### src/rtl/game_pixel_gen_pkg.sv
// Shared constants, colours and FSM encoding for the game frame renderer.
// Imported by the interface consumers, the delay line and the top.
package game_pixel_gen_pkg;

  localparam int H_VISIBLE   = 800;
  localparam int V_VISIBLE   = 600;
  localparam int SPRITE_SIZE = 32;
  localparam int BORDER_W    = 8;
  localparam int PIPE_LAT    = 2;

  localparam logic [11:0] COL_BG  = 12'h008;
  localparam logic [11:0] COL_BRD = 12'hFFF;
  localparam logic [11:0] COL_SPR = 12'hF80;

  // Largest legal sprite origin keeps the whole square on screen.
  localparam logic [9:0] POS_X_MAX = 10'(H_VISIBLE - SPRITE_SIZE);
  localparam logic [9:0] POS_Y_MAX = 10'(V_VISIBLE - SPRITE_SIZE);

  typedef enum logic {
    WAIT_VSYNC = 1'b0,
    ACTIVE     = 1'b1
  } state_t;

  function automatic logic [9:0] clamp_pos(input logic [9:0] p, input logic [9:0] lim);
    return (p > lim) ? lim : p;
  endfunction

endpackage

### src/rtl/game_pixel_gen_if.sv
// Bundle of timing inputs, player position and VGA pin outputs.
// master drives timing/position and observes the pins; slave is the renderer.
interface game_pixel_gen_if;
  logic       hsync_in;
  logic       vsync_in;
  logic       rdy_in;
  logic [9:0] player_x;
  logic [9:0] player_y;
  logic [3:0] vga_r;
  logic [3:0] vga_g;
  logic [3:0] vga_b;
  logic       hsync_out;
  logic       vsync_out;
  logic       frame_start;

  modport master (
    output hsync_in, vsync_in, rdy_in, player_x, player_y,
    input  vga_r, vga_g, vga_b, hsync_out, vsync_out, frame_start
  );

  modport slave (
    input  hsync_in, vsync_in, rdy_in, player_x, player_y,
    output vga_r, vga_g, vga_b, hsync_out, vsync_out, frame_start
  );
endinterface

### src/rtl/game_pixel_gen_sync_delay.sv
// Fixed-depth shift register; every stage resets to RST_VAL so idle-high
// syncs stay inactive while the pipeline refills after reset.
module sync_delay #(
  parameter int               WIDTH   = 2,
  parameter int               DEPTH   = 2,
  parameter logic [WIDTH-1:0] RST_VAL = '1
) (
  input  logic             pxl_clk,
  input  logic             rst_n,
  input  logic [WIDTH-1:0] d,
  output logic [WIDTH-1:0] q
);

  genvar gi;
  generate
    for (gi = 0; gi < DEPTH; gi++) begin : g_stage
      logic [WIDTH-1:0] q_reg;
      logic [WIDTH-1:0] d_stage;

      if (gi == 0) begin : g_head
        assign d_stage = d;
      end else begin : g_tail
        assign d_stage = g_stage[gi-1].q_reg;
      end

      always_ff @(posedge pxl_clk) begin
        if (!rst_n) q_reg <= RST_VAL;
        else        q_reg <= d_stage;
      end
    end
  endgenerate

  assign q = g_stage[DEPTH-1].q_reg;

endmodule

### src/rtl/game_pixel_gen.sv
// Renders background, border and a per-frame latched player sprite from
// VGA timing strobes; RGB and syncs leave with a matched 2-cycle latency.
module game_pixel_gen
  import game_pixel_gen_pkg::*;
(
  input logic            pxl_clk,
  input logic            rst_n,
  game_pixel_gen_if.slave vga
);

  localparam logic [10:0] SPR_W     = 11'(SPRITE_SIZE);
  localparam logic [10:0] BRD_LO    = 11'(BORDER_W);
  localparam logic [10:0] X_BRD_HI  = 11'(H_VISIBLE - BORDER_W);
  localparam logic [10:0] Y_BRD_HI  = 11'(V_VISIBLE - BORDER_W);
  localparam logic [9:0]  Y_SAT     = 10'(V_VISIBLE);

  state_t      state_reg, state_next;
  logic        vs_d_reg, rdy_d_reg;
  logic        vs_fall, rdy_fall;
  logic [9:0]  x_cnt_reg, y_cnt_reg;
  logic [9:0]  pos_x_reg, pos_y_reg;
  logic        frame_start_reg;
  logic        hit_spr_reg, hit_brd_reg;
  logic        hit_spr_next, hit_brd_next;
  logic [11:0] rgb_reg, rgb_next;
  logic [10:0] x_ext, y_ext, spr_x_end, spr_y_end;
  logic [1:0]  sync_q;

  assign vs_fall  = vs_d_reg & ~vga.vsync_in;
  assign rdy_fall = rdy_d_reg & ~vga.rdy_in;

  always_ff @(posedge pxl_clk) begin
    if (!rst_n) begin
      vs_d_reg  <= 1'b1;
      rdy_d_reg <= 1'b0;
    end else begin
      vs_d_reg  <= vga.vsync_in;
      rdy_d_reg <= vga.rdy_in;
    end
  end

  always_ff @(posedge pxl_clk) begin
    if (!rst_n) state_reg <= WAIT_VSYNC;
    else        state_reg <= state_next;
  end

  always_comb begin
    state_next = state_reg;
    case (state_reg)
      WAIT_VSYNC: if (vs_fall) state_next = ACTIVE;
      ACTIVE:     state_next = ACTIVE;
      default:    state_next = WAIT_VSYNC;
    endcase
  end

  // Frame start outranks end-of-line so a coincident pair still restarts at (0,0).
  always_ff @(posedge pxl_clk) begin
    if (!rst_n) begin
      x_cnt_reg       <= '0;
      y_cnt_reg       <= '0;
      pos_x_reg       <= '0;
      pos_y_reg       <= '0;
      frame_start_reg <= 1'b0;
    end else begin
      frame_start_reg <= vs_fall;
      if (vs_fall) begin
        x_cnt_reg <= '0;
        y_cnt_reg <= '0;
        pos_x_reg <= clamp_pos(vga.player_x, POS_X_MAX);
        pos_y_reg <= clamp_pos(vga.player_y, POS_Y_MAX);
      end else if (rdy_fall) begin
        x_cnt_reg <= '0;
        if (y_cnt_reg != Y_SAT) y_cnt_reg <= y_cnt_reg + 10'd1;
      end else if (vga.rdy_in) begin
        x_cnt_reg <= x_cnt_reg + 10'd1;
      end
    end
  end

  always_comb begin
    x_ext        = {1'b0, x_cnt_reg};
    y_ext        = {1'b0, y_cnt_reg};
    spr_x_end    = {1'b0, pos_x_reg} + SPR_W;
    spr_y_end    = {1'b0, pos_y_reg} + SPR_W;
    hit_spr_next = vga.rdy_in
                 && (x_ext >= {1'b0, pos_x_reg}) && (x_ext < spr_x_end)
                 && (y_ext >= {1'b0, pos_y_reg}) && (y_ext < spr_y_end);
    hit_brd_next = vga.rdy_in
                 && ((x_ext < BRD_LO) || (x_ext >= X_BRD_HI)
                  || (y_ext < BRD_LO) || (y_ext >= Y_BRD_HI));
  end

  always_comb begin
    rgb_next = 12'h000;
    if (state_reg == ACTIVE && rdy_d_reg) begin
      if (hit_spr_reg)      rgb_next = COL_SPR;
      else if (hit_brd_reg) rgb_next = COL_BRD;
      else                  rgb_next = COL_BG;
    end
  end

  always_ff @(posedge pxl_clk) begin
    if (!rst_n) begin
      hit_spr_reg <= 1'b0;
      hit_brd_reg <= 1'b0;
      rgb_reg     <= 12'h000;
    end else begin
      hit_spr_reg <= hit_spr_next;
      hit_brd_reg <= hit_brd_next;
      rgb_reg     <= rgb_next;
    end
  end

  sync_delay #(
    .WIDTH   (2),
    .DEPTH   (PIPE_LAT),
    .RST_VAL (2'b11)
  ) u_sync_delay (
    .pxl_clk (pxl_clk),
    .rst_n   (rst_n),
    .d       ({vga.hsync_in, vga.vsync_in}),
    .q       (sync_q)
  );

  assign vga.vga_r       = rgb_reg[11:8];
  assign vga.vga_g       = rgb_reg[7:4];
  assign vga.vga_b       = rgb_reg[3:0];
  assign vga.hsync_out   = sync_q[1];
  assign vga.vsync_out   = sync_q[0];
  assign vga.frame_start = frame_start_reg;

endmodule

### src/flat_wrapper.sv
// flat-port wrapper written by rule: the top's interface ports become plain ports
module game_pixel_gen_flat import game_pixel_gen_pkg::*;
  (pxl_clk, rst_n, vga_hsync_in, vga_vsync_in, vga_rdy_in, vga_player_x, vga_player_y, vga_vga_r, vga_vga_g, vga_vga_b, vga_hsync_out, vga_vsync_out, vga_frame_start);
  game_pixel_gen_if vga_i ();
  input logic pxl_clk;
  input logic rst_n;
  input wire logic [$bits(vga_i.hsync_in)-1:0] vga_hsync_in;
  input wire logic [$bits(vga_i.vsync_in)-1:0] vga_vsync_in;
  input wire logic [$bits(vga_i.rdy_in)-1:0] vga_rdy_in;
  input wire logic [$bits(vga_i.player_x)-1:0] vga_player_x;
  input wire logic [$bits(vga_i.player_y)-1:0] vga_player_y;
  output wire logic [$bits(vga_i.vga_r)-1:0] vga_vga_r;
  output wire logic [$bits(vga_i.vga_g)-1:0] vga_vga_g;
  output wire logic [$bits(vga_i.vga_b)-1:0] vga_vga_b;
  output wire logic [$bits(vga_i.hsync_out)-1:0] vga_hsync_out;
  output wire logic [$bits(vga_i.vsync_out)-1:0] vga_vsync_out;
  output wire logic [$bits(vga_i.frame_start)-1:0] vga_frame_start;
  assign vga_i.hsync_in = vga_hsync_in;
  assign vga_i.vsync_in = vga_vsync_in;
  assign vga_i.rdy_in = vga_rdy_in;
  assign vga_i.player_x = vga_player_x;
  assign vga_i.player_y = vga_player_y;
  assign vga_vga_r = vga_i.vga_r;
  assign vga_vga_g = vga_i.vga_g;
  assign vga_vga_b = vga_i.vga_b;
  assign vga_hsync_out = vga_i.hsync_out;
  assign vga_vsync_out = vga_i.vsync_out;
  assign vga_frame_start = vga_i.frame_start;
  game_pixel_gen u_core (.pxl_clk(pxl_clk), .rst_n(rst_n), .vga(vga_i));
endmodule
### config.mk
export PLATFORM = sky130hd
export DESIGN_NAME = game_pixel_gen_flat
export DESIGN_NICKNAME = d
export VERILOG_FILES = /design/src/rtl/game_pixel_gen_pkg.sv /design/src/rtl/game_pixel_gen_if.sv /design/src/rtl/game_pixel_gen_sync_delay.sv /design/src/rtl/game_pixel_gen.sv /design/src/flat_wrapper.sv
export SDC_FILE = /design/constraint.sdc
export NUM_CORES = 1
export LEC_CHECK = 0
export ABC_AREA = 1
export CAP_MARGIN = 20
export CORE_UTILIZATION = 46
export DETAILED_ROUTE_END_ITERATION = 8
export PLACE_DENSITY_LB_ADDON = 0.3
export SLEW_MARGIN = 20
export SYNTH_ARGS = -nofsm -noshare
export SYNTH_HDL_FRONTEND = slang
export SYNTH_SLANG_ARGS = --single-unit
### constraint.sdc
create_clock -name pxl_clk -period 1.4 [get_ports pxl_clk]
set_input_delay 0.21 -clock pxl_clk [delete_from_list [all_inputs] [get_ports pxl_clk]]
set_output_delay 0.21 -clock pxl_clk [all_outputs]
set_load 0.1 [all_outputs]
==> results, run 1 <==
- Using the TritonRoute via totals, the vias-per-cell ratio works out to 4.92.
- Yosys printed 0 warnings.
- The worst-margin pin slew is 0.313 ns.
- After the flow finishes, the layout carries non-filler instances totaling 620.
- The length in cells of the worst reg-to-reg path is 9.
- Summing the areas of all and, or, nand and nor instances in the mapped netlist gives 28.7% of the synthesized area.
- The dominant combinational cell family by area after synthesis is simple AND/OR/NAND/NOR gates.
- Yosys mapped the design onto 34 distinct sky130hd cell types.
- For the worst setup path, the data required time is 1.66 ns.
- In this run the horizontal extent of the chip is 86.2 um.
- Synthesis produced a netlist whose cell count is 449.
- The count of hold-fix buffers inserted at cts is 0.
- The run finished, with violations left.
- The routed layout has 3053 vias.
- The pre-antenna-repair detailed-routing pass consisted of 5 iterations.
- The placed instances occupy a cell area of 4180 um2.
- The core region is 6830 um2.
- After detailed placement, the design holds a cell count of 610.
- The global route total overflow is 0.
- Setup violations remaining at the end of the flow were counted as 1.
- In this run the worst path has a maximum fanout of 4.
- The leading cell type in the layout, fill and taps excluded is sky130_fd_sc_hd__nand2_1.
- By area the synthesized netlist is led by sky130_fd_sc_hd__dfxtp_1 (32%), sky130_fd_sc_hd__ha_1 (14%), sky130_fd_sc_hd__nand2_1 (11%), sky130_fd_sc_hd__inv_1 (6.8%), sky130_fd_sc_hd__nand3_1 (4.8%).
- Across the VDD grid, the largest voltage drop is 0.537 mV.
- The net count of the finished layout is 584.
- In the routed design, unresolved DRC markers number 0.
- After layout, the worst setup slack is -0.217 ns.
- The checks that failed: negative setup slack.
- Relative to the synthesized area, the layout overhead comes to 35.0%.
- The delay contributed by the slowest stage of the critical path is 0.38 ns.
- The fraction of layout cells with a size suffix above 1 is 24.4%.
- The first routing iteration left 92 violations.
- The largest individual stage delay along the critical path comes from the cell sky130_fd_sc_hd__dfxtp_4.
- The parity-gate share of the synthesized area counting xor and xnor cells is 3.49%.
- The sum of internal, switching and leakage power is 3.03 mW.
- Setup repair after global routing could not meet its margin everywhere.
- The number of antenna violations at the first check in global routing is 0.
- The die is 86.2 um tall.
- Timing would allow up to 618 MHz.
- The count of nets left with antenna violations once routing finished came out at 0.
- The post-synthesis cell type with the largest combined area is sky130_fd_sc_hd__dfxtp_1.
- The number of antenna diodes in the final layout is 0.
- After detailed routing, the average wire length per cell comes to 12.3 um.
- The portion of synthesized cell area occupied by the leading cell type is 31.9%.
- The row count is 30.
- The tree is rooted in a sky130_fd_sc_hd__clkbuf_8.
- When the netlist entered floorplanning its net count stood at 510.
- The final count of hold timing violations is 0.
- The maximum number of pins on one net before global-route repair is 19.
- For this configuration, the core starts out at a cell density of 47.7%.
- The classification of the worst-slack hold path is flip-flop to flip-flop.
- In this run the static leakage power is 1.90 nW.
- The TritonCTS clock tree is done.
- Counting instances, the worst hold path has a depth of 1.
- The element type at the critical path start is a flip-flop.
- The tree built by TritonCTS fans out to 52 sinks.
- The I/O pin total is 40.
- The final instance area is 4400 um2.
- In this run the power density over the cells is 688 nW/um2.
- The worst setup path is of the flip-flop to flip-flop kind.
- After synthesis the netlist holds a flip-flop and latch count of 52.
- The final core utilization is 64.5%.
- At the end of routability-driven placement, the weighted congestion stood at 0.874.
- Fill cells in the final layout number 605.
- The overall track demand over capacity in global routing is 21.3%.
- The worst pin sits at a relative slew slack of 79.2%.
- Traced cell by cell, the critical path runs through ha_4 -> inv_2 -> ha_4 -> a21o_1 -> a21oi_2 -> nand2_1 -> nand2_1 -> nand4_1 -> nor2_1.
- The share of cell area taken by muxes after synthesis is 0%.
- Dividing the final minimum period by the clock period gives 116%.
- The first-pass GRT wire length is 12600 um.
- The number of global-route vias before repair is 2871.
- The overall die area is 7430 um2.
- Summing all multi-input logic gate instances after layout gives 2010 um2.
- Buffers placed on the I/O ports in this run total 39.
- The clock slew at the register clock pins of the worst setup and hold paths is 0.10 ns.
- The count of final max-slew check failures came to 0.
- Summing the areas of all compound-gate instances in the mapped netlist gives 11.0% of the synthesized area.
- The tool flagged a number of max-cap violations equal to 0.
- STA classifies the critical path endpoint as a flip-flop.
- Before CTS, the worst setup slack after placement is -0.215 ns.
- The clock tree skew after final layout is 0.0130 ns.
- The netlist area before placement is 3260 um2.
- After synthesis, flip-flops and latches occupy 31.9% of the total area.
- The number of H-tree levels is 2.
- Data on the critical path arrives at its endpoint at 1.88 ns.
- The shortest clock period the worst path allows after layout is 1.62 ns.
- The area occupied by registers is 1060 um2.
- After Yosys synthesis, full adders, half adders and majority gates account for 13.8% of the synthesized area.
- The clock reaches the later pin of the worst-skew pair after 0.31 ns.
- Detailed placement ended at an HPWL of 5970 um.
- Buffers inserted during clock tree synthesis total 5.
- The buffer depth of the longest clock path is 2.
- In the layout the commonest cells are sky130_fd_sc_hd__nand2_1 (94), sky130_fd_sc_hd__inv_1 (54), sky130_fd_sc_hd__buf_4 (40).
- The routed wire length is 7640 um.
- Each instance of the synthesized netlist takes up on average 7.26 um2.
worst max-delay path: cells and delay by family, from the launching register on:
| kind | cells | cell delay (ns) |
|---|---|---|
| adder cells (fa/ha/maj) | 2 | 0.46 |
| flip-flops | 1 | 0.38 |
| buffers and inverters | 1 | 0.03 |
| AO/OA/AOI/OAI | 2 | 0.28 |
| AND/OR/NAND/NOR | 4 | 0.43 |
repair_timing:
item,CTS,global route
setup endpoints to repair,8,12
hold endpoints to repair,0,0
pin swaps,6,9
buffers inserted,0,2
resized for setup,3,32
cells by family (layout without fill, tap and decap cells):
group,count (synthesis),after routing
buffers and inverters,80,155
and+or+nand+nor,206,206
DFF,52,52
adders and majority gates,36,36
xor gates and xnor gates,13,13
AOI/OAI and AO/OA,62,62
where the power goes:
part | total [mW] | internal, mW | switching [mW]
combinational | 0.572 | 0.261 | 0.311
sequential | 1.57 | 1.53 | 0.0412
clock | 0.885 | 0.357 | 0.528
total | 3.03 | 2.15 | 0.881
Yosys cell counts, drive strengths merged:
cell / count
inv: 66
o21ai: 20
o211ai: 1
nand3: 31
a21oi: 31
and3: 2
or2: 5
dfxtp: 52
a21o: 2
o21a: 1
nor4: 1
xor2: 10
a31oi: 1
clkbuf: 1
o21bai: 1
ha: 36
o221ai: 1
nand2: 95
nor3b: 2
nor3: 16
nand4: 7
nand3b: 2
xnor2: 3
nor2: 45
o22ai: 4
buf: 13
area by class of cell:
class                      count  area share [%]
clock buffer                   6            1.65
clock inverter                 2           0.369
inverter                      66            5.74
multi-input combinational    317            45.6
sequential                    52            24.1
tap                           96            2.73
timing repair buffer          81            19.8
stage by stage:
step | setup TNS, ns | hold slack, ns
after detailed placement | -2.68 | 0.398
final | -0.217 | 0.421
after floorplan | -0.0171 | 0.279
after CTS | -0.208 | 0.423
after global routing | -0.375 | 0.451
after global placement | -1.79 | 0.399
worst paths after layout:
path	from	slack, ns	end
worst min register to register	u_core.u_sync_delay.g_stage[0].q_reg[1]	0.42	u_core.u_sync_delay.q[1]
worst max-delay path	u_core.pos_x_reg[5]	-0.22	u_core.hit_spr_reg
worst max register to register	u_core.pos_x_reg[5]	-0.22	u_core.hit_spr_reg
worst min-delay path	u_core.u_sync_delay.g_stage[0].q_reg[1]	0.42	u_core.u_sync_delay.q[1]
routing by layer:
metal  vias to the layer above  share of wire [%]  track usage (%)
met3                        11                2.4             3.43
met4                         0                1.4             6.52
met1                      1402                 45             26.2
met5                         -                  0                0
met2                        36                 51             38.1
li1                       1604                  -                -
Power figures use the tool's default switching activity.
==> run 2, diff against run 1 <==
PLACE_DENSITY_LB_ADDON = 0.05   (was 0.3)
==> results, run 2 (synthesis gave the netlist of run 1 again) <==
- The number of antenna violations at the first check in global routing is 0.
- The clock latency on the worst-skew pair is 0.30 ns.
- TritonCTS created 5 clock buffers.
- For this run the aggregate overflow at the end of global routing stands at 0.
- Leaving out fill and tap cells, the most frequent cells in the layout are sky130_fd_sc_hd__nand2_1 (94), sky130_fd_sc_hd__inv_1 (54), sky130_fd_sc_hd__nor2_1 (40).
- After layout, the worst path uses 116% of the clock period.
- The count of final max-slew check failures is 0.
- The total via count in the routed design is 3000.
- In this run the standard cell core region covers 6830 um2.
- The height of the chip is 86.2 um.
- The tree built by TritonCTS fans out to 52 sinks.
- The fraction of layout cells with a size suffix above 1 is 23.2%.
- The area occupied by registers is 1060 um2.
- Post-CTS timing repair inserted 0 buffers for setup.
- Routability-driven placement finished with a final weighted congestion of 0.836.
- The worst-margin pin slew is 0.316 ns.
- The final reports fail on negative setup slack.
- The count of buffers inserted at the top-level ports is 39.
- The clock slew at the register clock pins of the worst setup and hold paths is 0.10 ns.
- The multi-input logic area is 1970 um2.
- Fill cells in the final layout number 626.
- The worst vdd rail ir drop is 0.540 mV.
- The remaining number of nets flagged by the antenna check after routing is 0.
- The die boundary width is 86.2 um.
- The setup path with the least slack is of type flip-flop to flip-flop.
- The overall die area is 7430 um2.
- For this configuration, the core starts out at a cell density of 47.7%.
- The depth of the worst hold-timing path is 1.
- The final count of hold timing violations is 0.
- For this design the static power due to leakage is 1.90 nW.
- The post-detailed-route wirelength per cell is 12.0 um.
- The post-detailed-route via-to-cell ratio is 4.85.
- Max-cap violations in this run came to 0.
- The overall track demand over capacity in global routing is 21.7%.
- No sink is reached through more buffers than the 2 on the longest clock path.
- The design draws 3.01 mW.
- The maximum fanout along the worst path is 4.
- The clock tree root driver cell is sky130_fd_sc_hd__clkbuf_8.
- The number of global-route vias before repair is 2987.
- The net count of the finished layout is 582.
- Setup repair after global routing could not meet its margin everywhere.
- The worst register-to-register path has a depth of 9.
- The half-perimeter wire length after detailed placement is 6050 um.
- The count of routing violations after the opening detailed-route iteration is 119.
- The first-pass GRT wire length is 12900 um.
- The element type at the critical path start is a flip-flop.
- The run finished, with violations left.
- The leading cell type in the layout, fill and taps excluded is sky130_fd_sc_hd__nand2_1.
- Compared with the post-synthesis result, the final layout area differs by 33.9%.
- The maximum number of pins on one net before global-route repair is 26.
- The H-tree was split into 2 levels.
- The total of endpoints with negative setup slack in the final report is 1.
- The row count is 30.
- In this run the tightest slew margin relative to its limit is 79.0%.
- Data on the critical path arrives at its endpoint at 1.87 ns.
- In the routed design, unresolved DRC markers number 0.
- The number of diodes is 0.
- The count of hold-fix buffers inserted at cts is 0.
- Once routing completed, OpenROAD measured the worst setup slack at -0.224 ns.
- The achievable frequency is 616 MHz.
- The capturing element type of the critical path is a flip-flop.
- The required time at the worst-slack endpoint is 1.65 ns.
- The shortest clock period the worst path allows after layout is 1.62 ns.
- Clock skew on the completed layout was measured at 0.0111 ns.
- The first detailed-routing pass took 5 iterations.
- The worst hold path belongs to the class flip-flop to flip-flop.
- For this design the top-level I/O count stands at 40.
- The routed wire length is 7410 um.
- For this run, the share of the core covered by cells in the final layout is 64.0%.
- TritonCTS built the clock tree.
- The ratio of total power to cell area is 689 nW/um2.
[run 2: cell count changes in the layout (fill, tap and decap cells not counted), sizes merged]
cell and delta:
buf -2
[run 2: cell type report]
cell class	instances	share of cell area, %
clock buffer	6	1.66
tap	96	2.75
sequential	52	24.3
timing repair buffer	79	19.9
inverter	66	5.78
clock inverter	2	0.372
multi-input combinational	317	45.2
[run 2: power by group]
part	switching, mW	total [mW]	internal (mW)
Sequential	0.0419	1.57	1.53
Clock	0.508	0.865	0.357
Combinational	0.309	0.573	0.264
Total	0.859	3.01	2.15
[run 2: repair_timing]
action | 4_1_cts | 5_1_grt
pin swaps | 7 | 3
gates resized for setup | 7 | 19
endpoints found under the setup margin | 9 | 12
[run 2: critical path: stages, from the launching register on]
cell and delay (ns):
sky130_fd_sc_hd__dfxtp_4 0.38, sky130_fd_sc_hd__ha_4 0.26, sky130_fd_sc_hd__inv_2 0.03, sky130_fd_sc_hd__ha_4 0.20, sky130_fd_sc_hd__a21o_1 0.18, sky130_fd_sc_hd__a21oi_1 0.11, sky130_fd_sc_hd__nand2_1 0.09, sky130_fd_sc_hd__nand2_1 0.06
sky130_fd_sc_hd__nand4_1 0.15, sky130_fd_sc_hd__nor2_1 0.11
[run 2: per-layer routing]
layer | GRT usage [%] | share of wire (%) | vias to the layer above
li1 | - | - | 1600
met1 | 26.2 | 45 | 1371
met2 | 40.0 | 52 | 25
met3 | 4.00 | 2.5 | 4
met4 | 4.39 | 0.98 | 0
met5 | 0 | 0 | -
[run 2: path summary, 6_finish.rpt]
kind | startpoint | endpoint | slack (ns)
worst max-delay path | u_core.pos_x_reg[5] | u_core.hit_spr_reg | -0.22
worst min-delay path | u_core.u_sync_delay.g_stage[0].q_reg[1] | u_core.u_sync_delay.q[1] | 0.43
worst max register to register | u_core.pos_x_reg[5] | u_core.hit_spr_reg | -0.22
worst min register to register | u_core.u_sync_delay.g_stage[0].q_reg[1] | u_core.u_sync_delay.q[1] | 0.43
[run 2: per-stage QoR]
| step | cell area (um2) | setup WS, ns | hold slack [ns] | instances | setup TNS, ns |
|---|---|---|---|---|---|
| 2_1_floorplan | 3310 | -0.0171 | 0.279 | 449 | -0.0171 |
| 3_3_place_gp | 4190 | -0.183 | 0.401 | 610 | -1.77 |
| 3_5_place_dp | 4190 | -0.234 | 0.403 | 610 | -2.57 |
| 4_1_cts | 4300 | -0.221 | 0.432 | 618 | -0.221 |
| 5_1_grt | 4370 | -0.334 | 0.450 | 618 | -0.368 |
| 6_report | 4370 | -0.224 | 0.433 | 618 | -0.224 |
==> run 3, diff against run 2 <==
SKIP_LAST_GASP = 1   (was unset)
==> results, run 3 (synthesis gave the netlist of run 1 again) <==
- In this run the clock root is driven by a sky130_fd_sc_hd__clkbuf_8.
- The routed wire length is 7370 um.
- In the routed design, unresolved DRC markers number 0.
- Buffers inserted to repair hold after CTS numbered 0.
- The height of the chip is 86.2 um.
- The number of detailed-routing iterations run before antenna repair is 5.
- The post-place setup slack is -0.234 ns.
- The number of antenna violations at the first check in global routing is 0.
- The floorplan step defined a die boundary enclosing 7430 um2.
- The clock passes through at most 2 buffers.
- The met2 usage in global routing is 40.0%.
- Global routing consumed, on the met3 layer, 4.00% of the routing resources.
- The least setup slack across all paths after layout is -0.223 ns.
- The leading cell type in the layout, fill and taps excluded is sky130_fd_sc_hd__nand2_1.
- In this run the worst path has a maximum fanout of 4.
- In this run the horizontal extent of the chip is 86.2 um.
- The fraction of layout cells with a size suffix above 1 is 22.4%.
- The cell with the largest stage delay on the worst path is sky130_fd_sc_hd__dfxtp_4.
- Entering global routing, the biggest net connects 26 pins.
- The capturing element type of the critical path is a flip-flop.
- The total CTS buffers is 5.
- For this design the ratio of total power to cell area is 690 nW/um2.
- The area of the placeable core is 6830 um2.
- The count of final max-slew check failures was 0.
- Relative to the synthesized area, the layout overhead comes to 33.3%.
- The final critical path takes up 116% of the cycle.
- The count of routing violations after the opening detailed-route iteration is 99.
- The library cells used most frequently in the layout, excluding fill and tap cells, are sky130_fd_sc_hd__nand2_1 (94), sky130_fd_sc_hd__inv_1 (54), sky130_fd_sc_hd__nor2_1 (40).
- The final core utilization is 63.6%.
- TritonCTS built the clock tree.
- The run finished, with violations left.
- The final count of hold timing violations is 0.
- The checks that failed: negative setup slack.
- The final setup TNS is -0.223 ns.
- Across the routed clock network, the largest skew measured is 0.0107 ns.
- Pin placement for this block handled 40 I/O pins.
- The total via count in the routed design is 2961.
- The min-delay analysis places its worst path in the category flip-flop to flip-flop.
- The repair_antennas step left the layout with diodes totalling 0.
- The clock reaches the later pin of the worst-skew pair after 0.30 ns.
- After routing the design area is 4350 um2.
- The tightest slew margin relative to the limit is 79.0%.
- The H-tree generated during clock tree synthesis spans 2 levels.
- The post-detailed-route wirelength per cell is 11.9 um.
- The required time at the worst-slack endpoint is 1.65 ns.
- In this run the tool buffered the top-level ports with 39 buffer cells.
- The overall track demand over capacity in global routing is 21.7%.
- The count of max-cap constraint violations is 0.
- In the final design database the tool counted 582 nets.
- The delay contributed by the slowest stage of the critical path is 0.39 ns.
- The global routing stage identified its most utilized layer as met2.
- Timing would allow up to 616 MHz.
- The worst vdd rail ir drop is 0.539 mV.
- The first global-routing pass estimated 12900 um of wire.
- Summing all placed instances gives a cell area of 4190 um2.
- The shortest clock period the worst path allows after layout is 1.62 ns.
- Summed over all layers, the global routing overflow is 0.
- Dividing the detail-routed via count by the number of cells gives 4.79.
- The half-perimeter wire length after detailed placement is 6050 um.
- The number of buffers and inverters on the critical path is 0.
- Setup repair after global routing could not meet its margin everywhere.
- Setup violations remaining at the end of the flow were counted as 1.
- The gate family responsible for the most delay along the worst path is simple AND/OR/NAND/NOR gates.
- In the global route stage, met1 resource usage came out at 26.2%.
- The remaining number of nets flagged by the antenna check after routing is 0.
- The most frequent cell on the critical path is sky130_fd_sc_hd__nand2_1.
- The row count is 30.
- At the pin with the least slew margin, the transition time is 0.316 ns.
- The clock slew at the register clock pins of the worst setup and hold paths is 0.10 ns.
- The buffer count from post-CTS setup fixing is 0.
- The number of sinks on the clock net is 52.
- STA classifies the critical path startpoint as a flip-flop.
- The critical path in this run is classified as flip-flop to flip-flop.
- For the worst setup path, the data arrival time is 1.87 ns.
- The number of global-route vias before repair is 2987.
- At the end of routability-driven placement, the weighted congestion stood at 0.836.
- Summed over all cells, the static leakage comes to 1.90 nW.
- The effective utilization at floorplan is 47.7%.
- Walking the worst path, the cells encountered are ha_4 -> nand3_2 -> xor2_2 -> ha_1 -> nand2_1 -> nand2_1 -> a21oi_1 -> nand4_1 -> nor2_1.
-- run 3: area by class of cell --
type                            instances  area [um2]
Fill cell                             628        2480
Multi-Input combinational cell        317        1950
Sequential cell                        52        1060
Timing Repair Buffer                   79         870
Inverter                               66         253
Tap cell                               96         120
Clock buffer                            6        72.6
Clock inverter                          2        16.3
-- run 3: path summary, 6_finish.rpt --
kind,from,end,slack [ns],cells after the start
worst min-delay path,u_core.u_sync_delay.g_stage[0].q_reg[1],u_core.u_sync_delay.q[1],0.43,1
worst max-delay path,u_core.pos_x_reg[5],u_core.hit_spr_reg,-0.22,9
worst min register to register,u_core.u_sync_delay.g_stage[0].q_reg[1],u_core.u_sync_delay.q[1],0.43,1
worst max register to register,u_core.pos_x_reg[5],u_core.hit_spr_reg,-0.22,9
-- run 3: metrics by stage --
step	instances	total power, mW	hold slack [ns]
after floorplan	449	1.93	0.279
after global placement	610	2.16	0.401
after detailed placement	610	2.17	0.403
after CTS	618	3.04	0.432
after global routing	618	3.17	0.450
final	618	3.00	0.432
-- run 3: what timing repair did --
item	CTS	global route
pin swaps	7	3
setup endpoints to repair	9	12
gates resized for setup	7	14
-- run 3: routing by layer --
layer / wire, um / up-vias
met2: 3770 / 21
met1: 3350 / 1338
met5: 0 / -
li1: - / 1598
met3: 175 / 4
met4: 73 / 0
-- run 3: report_power, final --
part / leakage (nW) / switching, mW / internal [mW] / total (mW)
Clock: 0.0414 / 0.505 / 0.357 / 0.862
Combinational: 1.43 / 0.305 / 0.263 / 0.568
Sequential: 0.431 / 0.0409 / 1.53 / 1.57
